$ cat src/rtl/wavelet_seq_ctrl.sv
// DB10 wavelet/envelogram sequencer: clears the datapath, streams samples,
// flushes the filter taps and packs |coefficient| strobes into the envelogram RAM.
module wavelet_seq_ctrl #(
    parameter int ADDR_W     = 12,
    parameter int FLUSH_LEN  = 64,
    parameter int CLR_CYCLES = 2
) (
    input  logic              CLK,
    input  logic              RST,
    input  logic              start,
    input  logic              abort,
    input  logic [ADDR_W-1:0] n_samples,
    output logic              busy,
    output logic              done,
    output logic              ovf,
    output logic [ADDR_W-1:0] out_count,
    output logic              smp_rd_en,
    output logic [ADDR_W-1:0] smp_addr,
    input  logic [31:0]       smp_rd_data,
    output logic              wv_rst,
    output logic [31:0]       wv_data,
    input  logic [31:0]       wv_abs,
    input  logic              wv_we,
    output logic              env_we,
    output logic [ADDR_W-1:0] env_addr,
    output logic [31:0]       env_data
);

    localparam int MAXP = (FLUSH_LEN > CLR_CYCLES + 1) ? FLUSH_LEN : CLR_CYCLES + 1;
    localparam int PW   = $clog2(MAXP + 1);
    localparam int CW   = (PW > ADDR_W) ? PW : ADDR_W;

    typedef logic [CW-1:0] cnt_t;

    localparam cnt_t CLR_LAST = cnt_t'(CLR_CYCLES);
    localparam cnt_t FL_LAST  = cnt_t'(FLUSH_LEN - 1);
    localparam cnt_t RD_ARM   = cnt_t'((CLR_CYCLES >= 2) ? CLR_CYCLES - 2 : 0);

    typedef enum logic [1:0] {
        IDLE,
        CLEAR,
        FEED,
        FLUSH
    } state_t;

    state_t            state, state_nx;
    cnt_t              cnt, cnt_nx;
    logic [ADDR_W-1:0] n_q, n_nx;
    logic              rd_valid, rd_valid_nx;
    logic              busy_nx, done_nx, ovf_nx;
    logic [ADDR_W-1:0] count_nx;
    logic              rd_nx;
    logic [ADDR_W-1:0] addr_nx;
    logic              rst_nx;
    logic [31:0]       data_nx;
    logic              we_nx;
    logic [ADDR_W-1:0] eaddr_nx;
    logic [31:0]       edata_nx;

    always_comb begin
        state_nx    = state;
        cnt_nx      = cnt;
        n_nx        = n_q;
        busy_nx     = busy;
        done_nx     = done;
        ovf_nx      = ovf;
        count_nx    = out_count;
        rd_nx       = smp_rd_en;
        addr_nx     = smp_addr;
        rd_valid_nx = smp_rd_en;
        rst_nx      = 1'b1;
        data_nx     = rd_valid ? smp_rd_data : 32'd0;
        we_nx       = 1'b0;
        eaddr_nx    = env_addr;
        edata_nx    = env_data;

        // Read stream runs independently of the phase counter
        if (smp_rd_en) begin
            if (smp_addr == n_q - ADDR_W'(1)) begin
                rd_nx   = 1'b0;
                addr_nx = '0;
            end else begin
                addr_nx = smp_addr + ADDR_W'(1);
            end
        end

        if (wv_we && busy && wv_rst) begin
            if (&out_count) begin
                ovf_nx = 1'b1;
            end else begin
                we_nx    = 1'b1;
                eaddr_nx = out_count;
                edata_nx = wv_abs;
                count_nx = out_count + ADDR_W'(1);
            end
        end

        unique case (state)
            IDLE: begin
                if (start) begin
                    done_nx  = 1'b0;
                    ovf_nx   = 1'b0;
                    count_nx = '0;
                    n_nx     = n_samples;
                    if (n_samples == '0) begin
                        done_nx = 1'b1;
                    end else begin
                        state_nx = CLEAR;
                        cnt_nx   = '0;
                        busy_nx  = 1'b1;
                        rd_nx    = (CLR_CYCLES == 1);
                        addr_nx  = '0;
                    end
                end
            end
            CLEAR: begin
                if (cnt == CLR_LAST) begin
                    state_nx = FEED;
                    cnt_nx   = '0;
                end else begin
                    cnt_nx = cnt + cnt_t'(1);
                    rst_nx = 1'b0;
                end
                // Launch reads early so sample 0 lands right after the clear
                if (CLR_CYCLES >= 2 && cnt == RD_ARM) begin
                    rd_nx   = 1'b1;
                    addr_nx = '0;
                end
            end
            FEED: begin
                if (cnt == cnt_t'(n_q) - cnt_t'(1)) begin
                    state_nx = FLUSH;
                    cnt_nx   = '0;
                end else begin
                    cnt_nx = cnt + cnt_t'(1);
                end
            end
            FLUSH: begin
                if (cnt == FL_LAST) begin
                    state_nx = IDLE;
                    cnt_nx   = '0;
                    busy_nx  = 1'b0;
                    done_nx  = 1'b1;
                end else begin
                    cnt_nx = cnt + cnt_t'(1);
                end
            end
            default: state_nx = IDLE;
        endcase

        if (abort) begin
            state_nx    = IDLE;
            cnt_nx      = '0;
            busy_nx     = 1'b0;
            done_nx     = done;
            ovf_nx      = ovf;
            count_nx    = out_count;
            rd_nx       = 1'b0;
            addr_nx     = '0;
            rd_valid_nx = 1'b0;
            rst_nx      = 1'b1;
            data_nx     = 32'd0;
            we_nx       = 1'b0;
            eaddr_nx    = env_addr;
            edata_nx    = env_data;
        end
    end

    always_ff @(posedge CLK) begin
        if (!RST) begin
            state     <= IDLE;
            cnt       <= '0;
            n_q       <= '0;
            rd_valid  <= 1'b0;
            busy      <= 1'b0;
            done      <= 1'b0;
            ovf       <= 1'b0;
            out_count <= '0;
            smp_rd_en <= 1'b0;
            smp_addr  <= '0;
            wv_rst    <= 1'b1;
            wv_data   <= 32'd0;
            env_we    <= 1'b0;
            env_addr  <= '0;
            env_data  <= 32'd0;
        end else begin
            state     <= state_nx;
            cnt       <= cnt_nx;
            n_q       <= n_nx;
            rd_valid  <= rd_valid_nx;
            busy      <= busy_nx;
            done      <= done_nx;
            ovf       <= ovf_nx;
            out_count <= count_nx;
            smp_rd_en <= rd_nx;
            smp_addr  <= addr_nx;
            wv_rst    <= rst_nx;
            wv_data   <= data_nx;
            env_we    <= we_nx;
            env_addr  <= eaddr_nx;
            env_data  <= edata_nx;
        end
    end

endmodule

$ cat config.mk
export PLATFORM = sky130hd
export DESIGN_NAME = wavelet_seq_ctrl
export DESIGN_NICKNAME = d
export VERILOG_FILES = /design/src/rtl/wavelet_seq_ctrl.sv
export SDC_FILE = /design/constraint.sdc
export NUM_CORES = 1
export LEC_CHECK = 0
export BUFFER_PORTS_ARGS = -buffer_cell sky130_fd_sc_hd__buf_2
export CAP_MARGIN = 20
export CELL_PAD_IN_SITES_DETAIL_PLACEMENT = 1
export CELL_PAD_IN_SITES_GLOBAL_PLACEMENT = 2
export CORE_ASPECT_RATIO = 2
export CORE_UTILIZATION = 26
export DETAILED_ROUTE_END_ITERATION = 16
export PLACE_DENSITY = 0.75
export SLEW_MARGIN = 20
export SYNTH_ARGS = -nofsm -noshare
export SYNTH_HDL_FRONTEND = slang
export SYNTH_SLANG_ARGS = --single-unit
$ cat constraint.sdc
create_clock -name CLK -period 2.7 [get_ports CLK]
set_input_delay 0.54 -clock CLK [delete_from_list [all_inputs] [get_ports CLK]]
set_output_delay 0.54 -clock CLK [all_outputs]
set_load 0.01 [all_outputs]
==> results.sh, run 1 <==
export IMPL_crit_fanout=8
export IMPL_port_buffers=186
export IMPL_cts_buffers=17
export IMPL_cts_sinks=133
export IMPL_mostFrequentLayoutCells="buf_2 (186), nand2_1 (141), dfxtp_1 (132)"
export IMPL_grt_pass1_vias=6058
export IMPL_grt_max_degree=67
export IMPL_syn_mean_instance_area_um2=8.54
export IMPL_dr_first_iter_drc_count=112
export IMPL_switching_share_pct=24.6
export IMPL_design_area_um2=8200
export IMPL_worstPathArrival_ns=2.96
export IMPL_p_int_mw=3.79
export IMPL_via_per_inst=4.83
export IMPL_place_area_um2=7470
export IMPL_leakagePower_nw=3.62
export IMPL_hpwl_um=15200
export IMPL_slew_headroom_pct=40.3
export IMPL_required_ns=3.01
export IMPL_cts_buffer_depth=2
export IMPL_p_seq_share_pct=40.0
export IMPL_cts_clk_slew_worst_paths_ns=0.06
export IMPL_wl_per_cell_um=16.7
export IMPL_hold_viol_final=0
export IMPL_synth_edff_count=0
export IMPL_end_kind="flop"
export IMPL_status="finished, final reports clean"
export IMPL_yosys_warnings=0
export IMPL_area_growth_pct=36.0
export IMPL_crit_type="flop to flop"
export IMPL_fmax_ghz=0.378
export IMPL_synth_ff_type="dfxtp_1"
export IMPL_final_common_cell="buf_2"
export IMPL_fin_crit_ns=2.65
export IMPL_drv_cap=0
export IMPL_post_route_util_pct=36.1
export IMPL_cts_tree="yes"
export IMPL_io_pins=187
export IMPL_grt_ovfl_total=0
export IMPL_synthesis_instances=706
export IMPL_fillers=2713
export IMPL_finalWirelength_um=20000
export IMPL_startpoint_type="flop"
export IMPL_worst_pin_slew_ns=0.894
export IMPL_pwr_share_comb_pct=10.7
export IMPL_synthArstFlopShare_pct=0
export IMPL_synth_top_area_share_pct=44.2
export IMPL_skew_ns=0.00692
export IMPL_dp_cells=1161
export IMPL_clockPowerShare_pct=49.3
export IMPL_ys_top_cells_by_area="dfxtp_1 (44%), nand2_1 (8.8%), a21boi_0 (7.2%), and3_1 (4.2%), xor2_1 (3.9%)"
export IMPL_fin_crit_sh_pct=98.1
export IMPL_syn_area_um2=6030
export IMPL_cts_root_buf="clkbuf_16"
export IMPL_antenna_found_initial=0
export IMPL_core_area_um2=22700
export IMPL_htree_levels=4
export IMPL_power_density_nw_per_um2=613
export IMPL_gp_congestion=0.807
export IMPL_die_w_um=110
export IMPL_die_area_um2=23800
export IMPL_clk_latency_ns=0.43
export IMPL_drive_above_1_share_pct=31.0
export IMPL_p_sw_mw=1.24
export IMPL_final_max_slew_viol_count=0
export IMPL_track_usage_pct=17.7
export IMPL_synth_seq_cells=133
export IMPL_first_pass_iters=6
export IMPL_start_util_pct=26.5
export IMPL_ant_nets=0
export IMPL_die_h_um=217
export IMPL_antenna_cells=0
export IMPL_peakVddDrop_v=0.000354
export IMPL_hold_buffers=0
export IMPL_setup_violations=0
export IMPL_ys_types=59
export IMPL_synth_top_cell_by_area="dfxtp_1"
export IMPL_final_nets=996
export IMPL_grt_setup_unrepaired="true"
export IMPL_drc=0
export IMPL_min_path_type="input pin to flop"
export IMPL_grt_pass1_wl_um=31700
export IMPL_via_count=5786
export IMPL_yosysSeqAreaShare_pct=44.2
export IMPL_row_count=78
export IMPL_stdcell_count=1198
export IMPL_syn_nets=797
timing repair:
item                       in CTS  in global routing
gates cloned                    0                  0
setup endpoints to repair      20                 20
gates resized for setup         1                 10
pin swaps                       2                  5
buffers inserted                5                  0
final cells by class:
cell class / count / area, um2 / area share, %
multi-input cells: 512 / 3210 / 39.1
flip-flops and latches: 133 / 2660 / 32.5
repair buffers: 227 / 1300 / 15.8
clock buffers: 19 / 443 / 5.40
well taps: 280 / 350 / 4.27
clock inverters: 13 / 181 / 2.21
inverters: 14 / 55.1 / 0.671
critical path, cell delays in order (launching register included):
cell     delay (ns)
dfxtp_2        0.33
inv_4          0.06
ha_4           0.12
or4b_4         0.50
o21a_1         0.22
or4_4          0.49
a21oi_4        0.17
a41oi_4        0.20
buf_4          0.21
a31oi_1        0.16
a31oi_1        0.06
kinds of logic (layout without fill, tap and decap cells):
kind of cell,count (synthesis),in the layout,synth area share (%)
simple gates,317,317,25.4
flops,133,133,44.2
mux,2,2,0.332
buf+inv,61,273,4.21
fa+ha+maj,10,10,2.08
compound gates,136,136,16.7
xor+xnor,47,47,7.06
synthesized netlist by cell type, types with 3 or more instances:
master / n
o21ai_1: 7
a21boi_0: 58
nand4_1: 13
nand3b_1: 7
and2_1: 6
a21oi_1: 16
a31oi_1: 15
xor2_1: 27
dfxtp_1: 133
nand3_1: 19
nand2b_1: 4
xnor2_1: 19
or3_1: 3
clkbuf_1: 42
nor3b_1: 3
nor3_1: 7
or4_1: 3
nor2_1: 47
buf_6: 3
o21ai_0: 7
and3_1: 40
inv_1: 14
o221a_2: 3
nor4_1: 11
nand2_1: 141
ha_1: 10
final timing paths:
| path | endpoint | depth (start not counted) | slack (ns) | from |
|---|---|---|---|---|
| min | wv_data[20] | 2 | 0.33 | smp_rd_data[20] |
| min reg2reg | env_data[22] | 2 | 0.46 | env_data[22] |
| max | cnt[6] | 10 | 0.05 | n_q[0] |
| max reg2reg | cnt[6] | 10 | 0.05 | n_q[0] |
power by group through the flow:
stage | Combinational (mW) | Clock (mW) | Sequential (mW)
final | 0.538 | 2.48 | 2.01
after global routing | 0.582 | 2.62 | 2.02
after CTS | 0.534 | 2.56 | 2.01
after detailed placement | 0.524 | 0 | 2.05
after global placement | 0.519 | 0 | 2.05
after floorplan | 0.320 | 0 | 2.05
sequential cells by signal (all words and copies together), names as in the netlist:
signal     count
env_we         1
cnt           12
n_q           12
smp_addr      12
done           1
busy           1
wv_rst         1
rd_valid       1
state          2
wv_data       32
env_addr      12
smp_rd_en      1
env_data      32
out_count     12
ovf            1
per-stage QoR:
step                      power, mW  hold slack (ns)  setup WS [ns]  setup TNS [ns]
final                          5.03            0.333         0.0519               0
after global routing           5.22            0.319        -0.0347          -0.185
after CTS                      5.10            0.308        0.00588               0
after detailed placement       2.58            0.455        -0.0424          -0.218
after global placement         2.57            0.447        0.00807               0
after floorplan                2.37            0.471        -0.0684          -0.900
metal layers:
metal	part of all wire, %	GRT usage, %
met2	56	33.8
met3	4.4	4.70
met5	0	0
met1	36	16.8
met4	3.2	8.53
No activity file was read; power rests on OpenSTA's default activity.
==> run 2: changes to the inputs <==
--- a/config.mk
+++ b/config.mk
@@ -10,6 +10,7 @@
 export CELL_PAD_IN_SITES_DETAIL_PLACEMENT = 1
 export CELL_PAD_IN_SITES_GLOBAL_PLACEMENT = 2
 export CORE_ASPECT_RATIO = 2
+export CORE_MARGIN = 1.5
 export CORE_UTILIZATION = 26
 export DETAILED_ROUTE_END_ITERATION = 16
 export PLACE_DENSITY = 0.75
==> results.sh, run 2 (synthesized netlist as in run 1, its figures left out) <==
export IMPL_status="finished, final reports clean"
export IMPL_track_usage_pct=17.3
export IMPL_grt_max_degree=47
export IMPL_first_pass_iters=4
export IMPL_wl_per_cell_um=17.1
export IMPL_design_area_um2=8230
export IMPL_antenna_found_initial=1
export IMPL_hold_buffers=0
export IMPL_grt_pass1_wl_um=32700
export IMPL_gp_congestion=0.827
export IMPL_r2r_start="n_q[0]"
export IMPL_grt_pass1_vias=6159
export IMPL_cts_tree="yes"
export IMPL_power_density_nw_per_um2=617
export IMPL_report_power_total_mw=5.08
export IMPL_fmax_ghz=0.373
export IMPL_reg_top3="env_data x32, wv_data x32"
export IMPL_cp_endpoint="smp_addr[5]"
export IMPL_finalWirelength_um=20500
export IMPL_fillers=2723
export IMPL_grt_ovfl_total=0
export IMPL_cts_sinks=133
export IMPL_pwr_share_comb_pct=10.5
export IMPL_r2r_cells=8
export IMPL_die_area_um2=24200
export IMPL_fin_setup_tns_ns=0
export IMPL_row_count=78
export IMPL_startpoint_type="flop"
export IMPL_rr_endpoint="smp_addr[5]"
export IMPL_crit_fanout=7
export IMPL_final_nets=999
export IMPL_cts_buffer_depth=2
export IMPL_switching_share_pct=24.3
export IMPL_fin_ws_ns=0.0203
export IMPL_port_buffers=186
export IMPL_ant_nets=0
export IMPL_via_per_inst=4.84
export IMPL_worst_pin_slew_ns=0.941
export IMPL_hold_viol_final=0
export IMPL_critPathBufInv=1
export IMPL_leakagePower_nw=3.64
export IMPL_p_int_mw=3.84
export IMPL_die_w_um=111
export IMPL_post_route_util_pct=36.2
export IMPL_p_seq_share_pct=39.6
export IMPL_io_pins=187
export IMPL_core_area_um2=22700
export IMPL_drv_cap=0
export IMPL_pre_cts_ws_ns=-0.0195
export IMPL_required_ns=3.02
export IMPL_crit_start="n_q[0]"
export IMPL_die_h_um=218
export IMPL_regArea_um2=2670
export IMPL_mostFrequentLayoutCells="buf_2 (186), nand2_1 (141), dfxtp_1 (131)"
export IMPL_multiInputGateArea_um2=3220
export IMPL_skew_ns=0.00866
export IMPL_dr_first_iter_drc_count=174
export IMPL_drc=0
export IMPL_peakVddDrop_v=0.000375
export IMPL_clockPowerShare_pct=49.8
export IMPL_crit_path_cell_trace="inv_4, ha_4, or4b_4, or4_4, a2111oi_4, o221ai_4, o21bai_4, nor2_1"
export IMPL_drive_above_1_share_pct=31.4
export IMPL_end_kind="flop"
export IMPL_min_path_type="input pin to flop"
export IMPL_start_util_pct=26.5
export IMPL_via_count=5815
export IMPL_slew_headroom_pct=37.2
export IMPL_setup_violations=0
export IMPL_cts_clk_slew_worst_paths_ns=0.06
export IMPL_cts_buffers=17
export IMPL_crit_cells=8
export IMPL_final_max_slew_viol_count=0
export IMPL_slowest_delay_ns=0.57
export IMPL_htree_levels=4
export IMPL_crit_type="flop to flop"
export IMPL_cts_root_buf="clkbuf_16"
export IMPL_fin_crit_ns=2.68
export IMPL_hpwl_um=15500
export IMPL_crit_slowest_cell="or4_4"
export IMPL_path_delay_family="simple AND/OR/NAND/NOR gates"
export IMPL_place_area_um2=7490
export IMPL_area_growth_pct=36.5
export IMPL_fin_crit_sh_pct=99.2
export IMPL_final_common_cell="buf_2"
export IMPL_clk_latency_ns=0.44
export IMPL_timing_reg2reg_setup_slack_ns=0.02
export IMPL_antenna_cells=0
export IMPL_p_sw_mw=1.23
export IMPL_grt_setup_unrepaired="true"
export IMPL_worstPathArrival_ns=3.00
==> run 2: changes by cell type in the layout (fill, tap and decap cells not counted), sizes merged <==
cell / change
buf: +2
clkbuf: +1
clkinv: -1
o21bai: +1
==> run 2: layer usage <==
metal	GRT usage [%]	wire [um]	up-vias
met5	0	11	-
met4	8.59	710	2
met3	4.80	913	41
met2	33.5	11600	139
met1	16.4	7250	2789
li1	-	-	2844
==> run 2: how the worst min path moves through the flow <==
stage / from / to / slack, ns / cells past startpoint
finish: smp_rd_data[20] / wv_data[20] / 0.34 / 2
global route: smp_rd_data[21] / wv_data[21] / 0.32 / 2
CTS: smp_rd_data[20] / wv_data[20] / 0.31 / 2
detailed placement: env_data[30] / env_data[30] / 0.46 / 2
global placement: ovf / ovf / 0.44 / 2
floorplan: state[1] / state[1] / 0.47 / 2
==> run 2: per-stage QoR <==
stage | instances | hold slack, ns
finish | 1201 | 0.336
detailed placement | 1164 | 0.457
CTS | 1201 | 0.312
global placement | 1164 | 0.444
floorplan | 706 | 0.471
global route | 1201 | 0.325
==> run 2: power by group through the flow <==
stage | combinational, mW | clock, mW | sequential [mW]
after floorplan | 0.320 | 0 | 2.05
after global placement | 0.524 | 0 | 2.05
after detailed placement | 0.531 | 0 | 2.06
after CTS | 0.539 | 2.60 | 2.01
after global routing | 0.587 | 2.68 | 2.02
final | 0.534 | 2.53 | 2.01
==> run 2: area by class of cell <==
cell class | instances | area share [%]
multi-input combinational | 513 | 39.1
sequential | 133 | 32.4
timing repair buffer | 229 | 15.8
clock buffer | 20 | 5.67
tap | 280 | 4.26
clock inverter | 12 | 2.14
inverter | 14 | 0.669
==> run 2: timing repair <==
item                       CTS  global route
buffers inserted             4             0
pin swaps                    1            16
cloned                       1             0
setup endpoints to repair   11            22
gates resized for setup      1            10
